--- src/rtl/encoder8_3_evt_if.sv ---
// Request lines, capture enable and code handshake for the
// event-capturing 8-to-3 encoder.
interface encoder8_3_evt_if;
  logic en;
  logic D0, D1, D2, D3;
  logic D4, D5, D6, D7;
  logic A, B, C;
  logic valid;
  logic ready;
  logic pend_any;
  logic ovf;

  modport master (
    input  en,
    input  D0, D1, D2, D3,
    input  D4, D5, D6, D7,
    input  ready,
    output A, B, C,
    output valid,
    output pend_any,
    output ovf
  );

  modport slave (
    output en,
    output D0, D1, D2, D3,
    output D4, D5, D6, D7,
    output ready,
    input  A, B, C,
    input  valid,
    input  pend_any,
    input  ovf
  );
endinterface

--- src/rtl/encoder8_3_evt.sv ---
// Event-capturing 8-to-3 encoder: latches rising edges on D0..D7
// and serializes them as 3-bit codes over a valid/ready handshake.
module encoder8_3_evt #(
  parameter bit PRI_HIGH = 1'b1
) (
  input logic             clk,
  input logic             rst,
  encoder8_3_evt_if.master bus
);

  logic [7:0] d_i;
  logic [7:0] d_prev_q;
  logic [7:0] pend_q, pend_d;
  logic [7:0] rise, clr;
  logic [2:0] code_q, code_d;
  logic [2:0] pick;
  logic       valid_q, valid_d;
  logic       ovf_q, ovf_d;
  logic       load;

  assign d_i = {bus.D7, bus.D6, bus.D5, bus.D4,
                bus.D3, bus.D2, bus.D1, bus.D0};

  assign rise = d_i & ~d_prev_q & {8{bus.en}};

  // Later loop hits overwrite earlier ones, so scan toward the winner.
  always_comb begin
    pick = '0;
    if (PRI_HIGH) begin
      for (int i = 0; i < 8; i++)
        if (pend_q[i]) pick = 3'(i);
    end else begin
      for (int i = 7; i >= 0; i--)
        if (pend_q[i]) pick = 3'(i);
    end
  end

  assign load = (~valid_q | bus.ready) & (|pend_q);
  assign clr  = load ? (8'b1 << pick) : 8'b0;

  always_comb begin
    pend_d  = rise | (pend_q & ~clr);
    ovf_d   = ovf_q | (|(rise & pend_q & ~clr));
    code_d  = code_q;
    valid_d = valid_q;
    if (load) begin
      code_d  = pick;
      valid_d = 1'b1;
    end else if (valid_q & bus.ready) begin
      valid_d = 1'b0;
    end
  end

  // Sampling D during reset keeps lines held high from firing later.
  always_ff @(posedge clk) begin
    d_prev_q <= d_i;
    if (rst) begin
      pend_q  <= '0;
      code_q  <= '0;
      valid_q <= 1'b0;
      ovf_q   <= 1'b0;
    end else begin
      pend_q  <= pend_d;
      code_q  <= code_d;
      valid_q <= valid_d;
      ovf_q   <= ovf_d;
    end
  end

  assign bus.A        = code_q[2];
  assign bus.B        = code_q[1];
  assign bus.C        = code_q[0];
  assign bus.valid    = valid_q;
  assign bus.pend_any = |pend_q;
  assign bus.ovf      = ovf_q;

endmodule
--- src/flat_wrapper.sv ---
// flat-port wrapper written by rule: the top's interface ports become plain ports
module encoder8_3_evt_flat 
#(
  parameter bit PRI_HIGH = 1'b1
)
  (clk, rst, bus_en, bus_D0, bus_D1, bus_D2, bus_D3, bus_D4, bus_D5, bus_D6, bus_D7, bus_ready, bus_A, bus_B, bus_C, bus_valid, bus_pend_any, bus_ovf);
  encoder8_3_evt_if bus_i ();
  input logic clk;
  input logic rst;
  input wire logic [$bits(bus_i.en)-1:0] bus_en;
  input wire logic [$bits(bus_i.D0)-1:0] bus_D0;
  input wire logic [$bits(bus_i.D1)-1:0] bus_D1;
  input wire logic [$bits(bus_i.D2)-1:0] bus_D2;
  input wire logic [$bits(bus_i.D3)-1:0] bus_D3;
  input wire logic [$bits(bus_i.D4)-1:0] bus_D4;
  input wire logic [$bits(bus_i.D5)-1:0] bus_D5;
  input wire logic [$bits(bus_i.D6)-1:0] bus_D6;
  input wire logic [$bits(bus_i.D7)-1:0] bus_D7;
  input wire logic [$bits(bus_i.ready)-1:0] bus_ready;
  output wire logic [$bits(bus_i.A)-1:0] bus_A;
  output wire logic [$bits(bus_i.B)-1:0] bus_B;
  output wire logic [$bits(bus_i.C)-1:0] bus_C;
  output wire logic [$bits(bus_i.valid)-1:0] bus_valid;
  output wire logic [$bits(bus_i.pend_any)-1:0] bus_pend_any;
  output wire logic [$bits(bus_i.ovf)-1:0] bus_ovf;
  assign bus_i.en = bus_en;
  assign bus_i.D0 = bus_D0;
  assign bus_i.D1 = bus_D1;
  assign bus_i.D2 = bus_D2;
  assign bus_i.D3 = bus_D3;
  assign bus_i.D4 = bus_D4;
  assign bus_i.D5 = bus_D5;
  assign bus_i.D6 = bus_D6;
  assign bus_i.D7 = bus_D7;
  assign bus_i.ready = bus_ready;
  assign bus_A = bus_i.A;
  assign bus_B = bus_i.B;
  assign bus_C = bus_i.C;
  assign bus_valid = bus_i.valid;
  assign bus_pend_any = bus_i.pend_any;
  assign bus_ovf = bus_i.ovf;
  encoder8_3_evt #(.PRI_HIGH(PRI_HIGH)) u_core (.clk(clk), .rst(rst), .bus(bus_i));
endmodule
--- config.mk ---
export PLATFORM = sky130hd
export DESIGN_NAME = encoder8_3_evt_flat
export DESIGN_NICKNAME = d
export VERILOG_FILES = /design/src/rtl/encoder8_3_evt_if.sv /design/src/rtl/encoder8_3_evt.sv /design/src/flat_wrapper.sv
export SDC_FILE = /design/constraint.sdc
export NUM_CORES = 1
export LEC_CHECK = 0
export CAP_MARGIN = 20
export CORE_MARGIN = 10
export CORE_UTILIZATION = 48
export DETAILED_ROUTE_END_ITERATION = 8
export PLACE_DENSITY = 0.76
export REMOVE_ABC_BUFFERS = 1
export SYNTH_ARGS = -nofsm -noshare
export SYNTH_HDL_FRONTEND = slang
export SYNTH_SLANG_ARGS = --single-unit
--- constraint.sdc ---
create_clock -name clk -period 1.5 [get_ports clk]
set_input_delay 0.3 -clock clk [delete_from_list [all_inputs] [get_ports clk]]
set_output_delay 0.3 -clock clk [all_outputs]
set_load 0.01 [all_outputs]
# After elaboration in Yosys (flattened, before gate mapping)

Cells that the tools add are included.
W data, S select, Z words.

Flip-flop bits (word level): 21
Memory bits (writable): 0
Latch bits: 0
Input port bits: 12
ROM bits: 0
Memories: 0

Muxes and demuxes: 10
$add $sub $neg: 0
Bitwise operators: 13
Div/mod/pow operators: 0
Order comparisons: 0
Shift-type cells: 1
Reductions and logical operators: 3
$mul: 0
Equal/unequal tests: 0

Operators by type and width:

| cell                  | count |
|---|---|
| $and A8 B8 Y8         | 5 |
| $not A8 Y8            | 2 |
| $reduce_or A8 Y1      | 2 |
| $mux W3               | 4 |
| $mux W8               | 1 |
| $or A8 B8 Y8          | 1 |
| $shl A1 B3 Y8 const A | 1 |
| $mux W2               | 2 |
| $mux W1               | 3 |
| $and A1 B1 Y1         | 2 |
| $or A1 B1 Y1          | 2 |
| $reduce_bool A2 Y1    | 1 |
| $not A1 Y1            | 1 |

# Depth between registers and ports, before layout

Gate-level depths: netlist of run 1.

Word-level depth: 13
Depth in mapped cells: 6
Mapped depth without buffers: 5

# Worst setup path after synthesis of run 1

Ideal clock, no wire load.

Path kind: flip-flop to output port
Start: reg u_core.pend_q[3]
End: out bus_pend_any
Stages on the path, launching flop included: 4
Slack: 0.151 ns
Arrival time: 1.049 ns
Cell sequence: dfxtp_1 -> or3_4 -> nor3b_4 -> inv_1

Cells in the longest elaborated chain, start to end: 1

Ends and longest elaborated chain:

| element                | line                 | RTL |
|---|---|---|
| from (decl)            | encoder8_3_evt.sv:13 | `logic [7:0] pend_q, pend_d;` |
| from (signal assigned) | encoder8_3_evt.sv:63 | `pend_q <= pend_d;` |
| $reduce_or A8 Y1       | encoder8_3_evt.sv:74 | `assign bus.pend_any = \|pend_q;` |
| to (decl)              | flat_wrapper.sv:24   | `output wire logic [$bits(bus_i.pend_any)-1:0] bus_pend_any;` |

Every way passes these cells.

# Worst setup path in the final report of run 1

Same ends and word-level chain as after synthesis.

==> impl_summary.md, run 1 <==
STA
The final setup TNS is -210 ps. The final number of hold-violating endpoints is 0. Static timing analysis puts the maximum clock frequency at 585 MHz.

The total setup violations reported at the end of the flow is 1. At the pin with the least slew margin, the transition time is 250 ps. Setup repair after global routing could not meet its margin everywhere. The worst path in the final design needs a cycle of 1710 ps, including I/O delays and setup. Of the available clock period, the critical path in the final layout requires 1.14. In the post-route analysis, the smallest setup slack over all paths is -210 ps. For the final database, setup skew stands at 6.48 ps. The number of pins exceeding their max-slew limit in the final report is 0. The worst relative slew slack is 0.832.

Cells and area
The final-stage net count is 140. The proportion of layout cells with a drive suffix above 1 is 0.291. 0 antenna diodes ended up in the layout. Relative to the synthesized area, the layout overhead comes to 46.3%. The area of all sequential standard cells is 424 µm².

Once layout is done, the placed cells without fillers occupy 0.00125 mm². The layout has 121 filler cells. The non-filler instance count after layout is 152.

Summing all multi-input logic gate instances after layout gives 434 µm².

Clocking
The CTS buffer count is 3. The clock edge transition at the registers on the reported setup and hold paths is 110 ps. For this design, the sink count on the clock tree is 21. The CTS tree is done. The number of H-tree branching levels is 1.

For the worst-skew pair, the clock arrives at the later sink with an insertion delay of 310 ps. The largest buffer count on any clock path is 2. The clock root buffer is clkbuf_4.

Placement
After detailed placement, the total cell area comes to 0.00118 mm². The post-place setup slack is -361 ps. Routability-driven placement finished with a final weighted congestion of 0.894. The number of placed instances, taps included, is 147. The final HPWL from detailed placement is 1.68 mm.

The number of buffers added on ports is 17.

Power and ir drop
The power share of the clock group is 0.230. The sequential share of power is 0.529. The proportion of total power due to net switching is 0.266. The logic gate share of total power is 0.241. The cell leakage power is 0.547 nW. VDD sags by at most 0.711 mV. Cell internal power was estimated by the tool at 853 µW. Dividing total power by cell area gives a power density of 931 mW/mm². The post-layout total power is 1.16 mW. The analysis attributes to net switching a power of 310 µW.

Worst setup path
The worst setup path category is reg -> out. The endpoint of the worst-slack reg-to-reg timing path is u_core.bus.ovf. The category of the worst setup path capture point is an output port.

The critical path arrival is 1410 ps. The depth of the most critical reg-to-reg path is 6. Across all register-to-register paths, the minimum setup slack is 60 ps. Data on the critical path is required at its endpoint by 1200 ps.

The startpoint identified for the worst register-to-register timing path is u_core.pend_q[2]. The highest fanout seen on the critical path is 2. The nature of the critical path startpoint is a register.

Logic synthesis
Summed over all instances, the cell type with the most area after synthesis is dfxtp_1. The synthesized design contains 21 register bits. The number of different library cells used by synthesis comes to 29. Counting every instance in the synthesized netlist gives 89. The number of warnings printed during yosys synthesis is 0. The synthesized design contains 0 enable-type register cells. The share of Yosys cell area claimed by the top area cell type is 0.493. Sorting the synthesized cells by area gives the leading types as dfxtp_1 49%, a21oi_1 7.6%, nand3b_1 6.2%.

The mapped netlist covers 853 µm². The mean instance size in the synthesized netlist is 9.59 µm². The cell with the most instances after synthesis is dfxtp_1. The main flop type after synthesis is dfxtp_1. For this run, asynchronously set or reset flops after synthesis account for 0. The commonest cells after synthesis are 21 x dfxtp_1, 13 x a21oi_1, 7 x nand2_1, 7 x nand3b_1. The sequential area share after synthesis is 0.493.

Route
The count of nets left with antenna violations after detail routing is 0. In this run, the number of DRC markers left after iteration 0 of detailed routing was 37. The mean routed wirelength per cell is 14.6 µm. The count of TritonRoute iterations in the first routing pass is 4. The detailed-route vias per instance is 5.49. For this run, design rule violations remaining after detail routing come to 0. The detailed router placed 834 vias in this run. The wire length reported by the detailed router is 2.22 mm.

Worst hold path
The worst hold path belongs to the class in -> reg. The start point of the worst hold path is bus_en. Along the worst hold path, the cell count comes to 3. The worst min-delay path endpoint is u_core.pend_q[4].

Status
The flow ran to the end, but the final reports show violations. The checks that failed: setup timing.

GRT
The initial antenna violation count is 0. The sum of overflow across all layers after global routing is 0. The overall track demand over capacity in global routing is 0.111.

Entering global routing, the biggest net connects 14 pins. The first global-routing pass estimated 3.58 mm of wire. The number of global-route vias before repair came to 818.

Die
The initial utilization of the core area, before any placement, comes to 0.500. The core box area is 0.00171 mm². 18 I/O pins were placed. The row count is 15.

The floorplan step set the die width to 62.2 µm. The die height is 62.2 µm. The full die area is 0.00386 mm².

Job
The number of max-cap violations is 0.
[registers in the layout, summed over array words and instances, names as in the netlist]
register          count
u_core.code_q         3
u_core.bus.ovf        1
u_core.d_prev_q       8
u_core.bus.valid      1
u_core.pend_q         8
[power by group through the flow]
| stage | logic [mW] | registers [mW] | clock network, mW |
|---|---|---|---|
| after global routing | 0.306 | 0.620 | 0.298 |
| after global placement | 0.259 | 0.625 | 0 |
| after CTS | 0.264 | 0.615 | 0.276 |
| after floorplan | 0.105 | 0.638 | 0 |
| after detailed placement | 0.265 | 0.627 | 0 |
| final | 0.280 | 0.615 | 0.267 |
[placed cells by master, fill, tap and decap left out, types with 2 or more instances in the layout]
cell type	count
dfxtp_1	18
buf_4	19
o21ai_0	5
dfxtp_2	3
a31oi_1	2
clkdlybuf4s50_1	10
nor2_1	5
clkbuf_4	3
a21oi_1	12
inv_1	2
and4b_1	2
dlygate4sd2_1	2
nand2_1	7
dlymetal6s2s_1	4
o31ai_1	2
nand3b_1	7
[repair_timing]
item	4_1_cts	5_1_grt
setup endpoints to repair	4	8
setup buffers	1	2
pin swaps	2	4
hold endpoints to repair	0	0
hold buffers	0	0
gates resized for setup	8	14
[per-stage QoR]
stage / hold slack, ps / util
detailed placement: 504 / 0.692
global route: 447 / 0.731
CTS: 454 / 0.708
global placement: 490 / 0.692
finish: 436 / 0.731
floorplan: 328 / -
[logic make-up after synthesis]
kind of cell	Yosys count	synth area share
buffers and inverters	5	0.0234
AO/OA/AOI/OAI	31	0.223
flip-flops	21	0.493
AND/OR/NAND/NOR	32	0.261
[metal layers]
layer  GRT usage  routed length [µm]  up-vias
met5           0                   0        -
met1       0.126                 976      393
met2       0.178                1070       31
li1            -                   -      405
met4      0.0629                  47        0
met3      0.0358                 124        5
[worst max path at each step]
stage                startpoint  slack, ps              to  cells past startpoint
2_1_floorplan  u_core.pend_q[3]        150    bus_pend_any                      3
3_3_place_gp             bus_en       -280  u_core.bus.ovf                      6
3_5_place_dp          bus_ready       -360  u_core.bus.ovf                      6
4_1_cts        u_core.pend_q[3]       -210    bus_pend_any                      4
5_1_grt        u_core.pend_q[7]       -280    bus_pend_any                      4
6_report       u_core.pend_q[3]       -210    bus_pend_any                      4
[area by class of cell]
type	count	area share
multi-input cells	63	0.348
flip-flops and latches	21	0.340
repair buffers	36	0.258
well taps	25	0.0251
clock buffers	4	0.0210
inverters	3	0.00902
[worst max-delay path: stages (launching register included)]
cell     delay (ps)
dfxtp_2         330
or3_4           390
nor3b_4         190
inv_1            70
buf_6           120
No activity file was read; power rests on OpenSTA's default activity.
==> run 2: changes to the inputs <==
PLACE_DENSITY = 0.8   (was 0.76)
TNS_END_PERCENT = 5   (was not set)
==> impl_summary.md, run 2 (synthesis gave the netlist of run 1 again) <==
Worst setup path
Walking the worst path, the cells encountered are or3_4 > nor3b_4 > inv_1 > buf_2. The slowest stage of the critical path is the or3_4 cell. The worst setup path is captured at an output port. The setup check on the worst reg-to-reg path leaves a slack of -30 ps. The critical path's top delay family is simple AND/OR/NAND/NOR gates. The number of buffers and inverters on the critical path is 2. The worst setup path is launched from a register. In this design, the stage delay of the slowest critical-path cell is 400 ps. Data on the critical path is required at its endpoint by 1200 ps. The critical path arrival is 1400 ps. The critical path is of the reg -> out type. Of all nets on the critical path, the largest fanout is 2.

Placement
During placement, the flow inserted port buffers numbering 17. Routability-driven placement finished with a final weighted congestion of 0.847. The final HPWL from detailed placement is 1.65 mm.

STA
The number of pins exceeding their max-slew limit in the final report is 0. The worst pin sits at a relative slew slack of 0.627. The minimum hold slack is 453 ps. For the pin with the worst max-slew slack, the measured transition is 558 ps.

Clock skew on the completed layout was measured at 5.36 ps. The fmax is 589 MHz. The total setup violations reported at the end of the flow is 3. In the finished design, the share of the clock period the worst path needs comes to 1.13.

The worst path in the final design needs a cycle of 1700 ps, including I/O delays and setup. The final critical-path setup slack is -197 ps. The final number of hold-violating endpoints was 0.

Setup repair after global routing could not meet its margin everywhere.

Cells and area
The final-layout fill cell count is 135. The proportion of layout cells with a drive suffix above 1 is 0.226. The library cell used most frequently in the layout, excluding fill and tap cells, is dfxtp_1. The area of all sequential standard cells is 422 µm². The synthesis-to-finish area growth is 41.1%. The antenna diode count is 0. The final cell utilization of the core is 0.705. The area of combinational cells with multiple inputs is 423 µm². The final-stage net count is 137.

Leaving out fill and tap cells, the most frequent cells in the layout are 20 x dfxtp_1, 16 x buf_4, 13 x a21oi_1. The largest registers in the layout are u_core.d_prev_q (8), u_core.pend_q (8), u_core.code_q (3).

GRT
The overall track demand over capacity in global routing is 0.114. The first global-routing pass estimated 3.75 mm of wire. The number of global-route vias before repair is 813. The initial antenna violation count is 0.

The maximum number of pins on one net before global-route repair is 14. Summed over all layers, the global routing overflow is 0.

Die
18 I/O pins were placed. Measured along the x axis, the die boundary spans 62.2 µm. For this configuration, the core starts out at a cell density of 0.500.

After floorplanning, the core was divided into 15 placement rows. Measured along the y axis, the die boundary spans 62.2 µm. The floorplan step defined a core boundary enclosing 0.00171 mm². The full die area is 0.00386 mm².

Route
In this run, the number of DRC markers left after iteration 0 of detailed routing was 17. In this run the remaining antenna-violating nets after routing total 0. Using the TritonRoute via totals, the vias-per-cell ratio works out to 5.52. Dividing the detail-routed wire length by the instance count gives 14.7 µm. The routed layout has 822 vias. The count of TritonRoute iterations in the first routing pass is 4. The DRC violation count after routing is 0. The wire length reported by the detailed router is 2.19 mm.

Job
Max-cap violations in this run came to 0.

Power and ir drop
Power spread over the standard cell area amounts to 957 mW/mm². The peak ir drop on the vdd network is 0.795 mV. In this run the static leakage power is 0.521 nW.

Clocking
The clock edge transition at the registers on the reported setup and hold paths is 110 ps. The number of H-tree branching levels is 1. The CTS tree is done. The clock root buffer is clkbuf_4. The CTS buffer count is 3. The clock passes through at most 2 buffers.

The worst-skew pair later-pin latency is 300 ps. Counting every sink on the clock net gives 21.

Status
The run finished, with violations left. The checks that failed: setup timing.

Worst hold path
The worst min-delay path category is in -> reg.
## run 2: path summary, 6_finish.rpt
kind,startpoint,end,cells past startpoint
worst max-delay path,u_core.pend_q[1],bus_pend_any,4
worst min-delay path,bus_D1,u_core.d_prev_q[1],1
worst max register to register,u_core.pend_q[2],u_core.bus.ovf,6
worst min register to register,u_core.d_prev_q[3],u_core.pend_q[3],2
## run 2: area by class of cell
class / count / share of cell area
clock buffers: 4 / 0.0218
repair buffers: 33 / 0.241
multi-input cells: 63 / 0.351
flip-flops and latches: 21 / 0.350
inverters: 3 / 0.00936
well taps: 25 / 0.0260
## run 2: what timing repair did
item | in CTS | in global routing
hold buffers | 0 | 0
endpoints found under the setup margin | 6 | 8
resized for setup | 9 | 4
setup buffers | 0 | 0
gates cloned | 0 | 0
pin swaps | 2 | 2
## run 2: power breakdown
part           internal [mW]  switching (mW)
clock network          0.104           0.169
registers              0.595          0.0188
logic                  0.142           0.123
## run 2: per-layer routing
| layer | up-vias | global-route usage | share of wire |
|---|---|---|---|
| li1 | 399 | - | - |
| met1 | 371 | 0.142 | 0.46 |
| met2 | 45 | 0.185 | 0.46 |
| met3 | 7 | 0.0287 | 0.073 |
| met4 | 0 | 0.0429 | 0.015 |
| met5 | - | 0 | 0 |
## run 2: through the flow
step	cells	setup slack [ps]	setup TNS (ps)	area (µm²)	total power [mW]
finish	149	-197	-233	1200	1.15
global route	149	-267	-521	1200	1.22
CTS	149	-203	-260	1190	1.16
detailed placement	145	-302	-862	1170	0.895
global placement	145	-229	-626	1170	0.887
floorplan	87	151	0	845	0.742
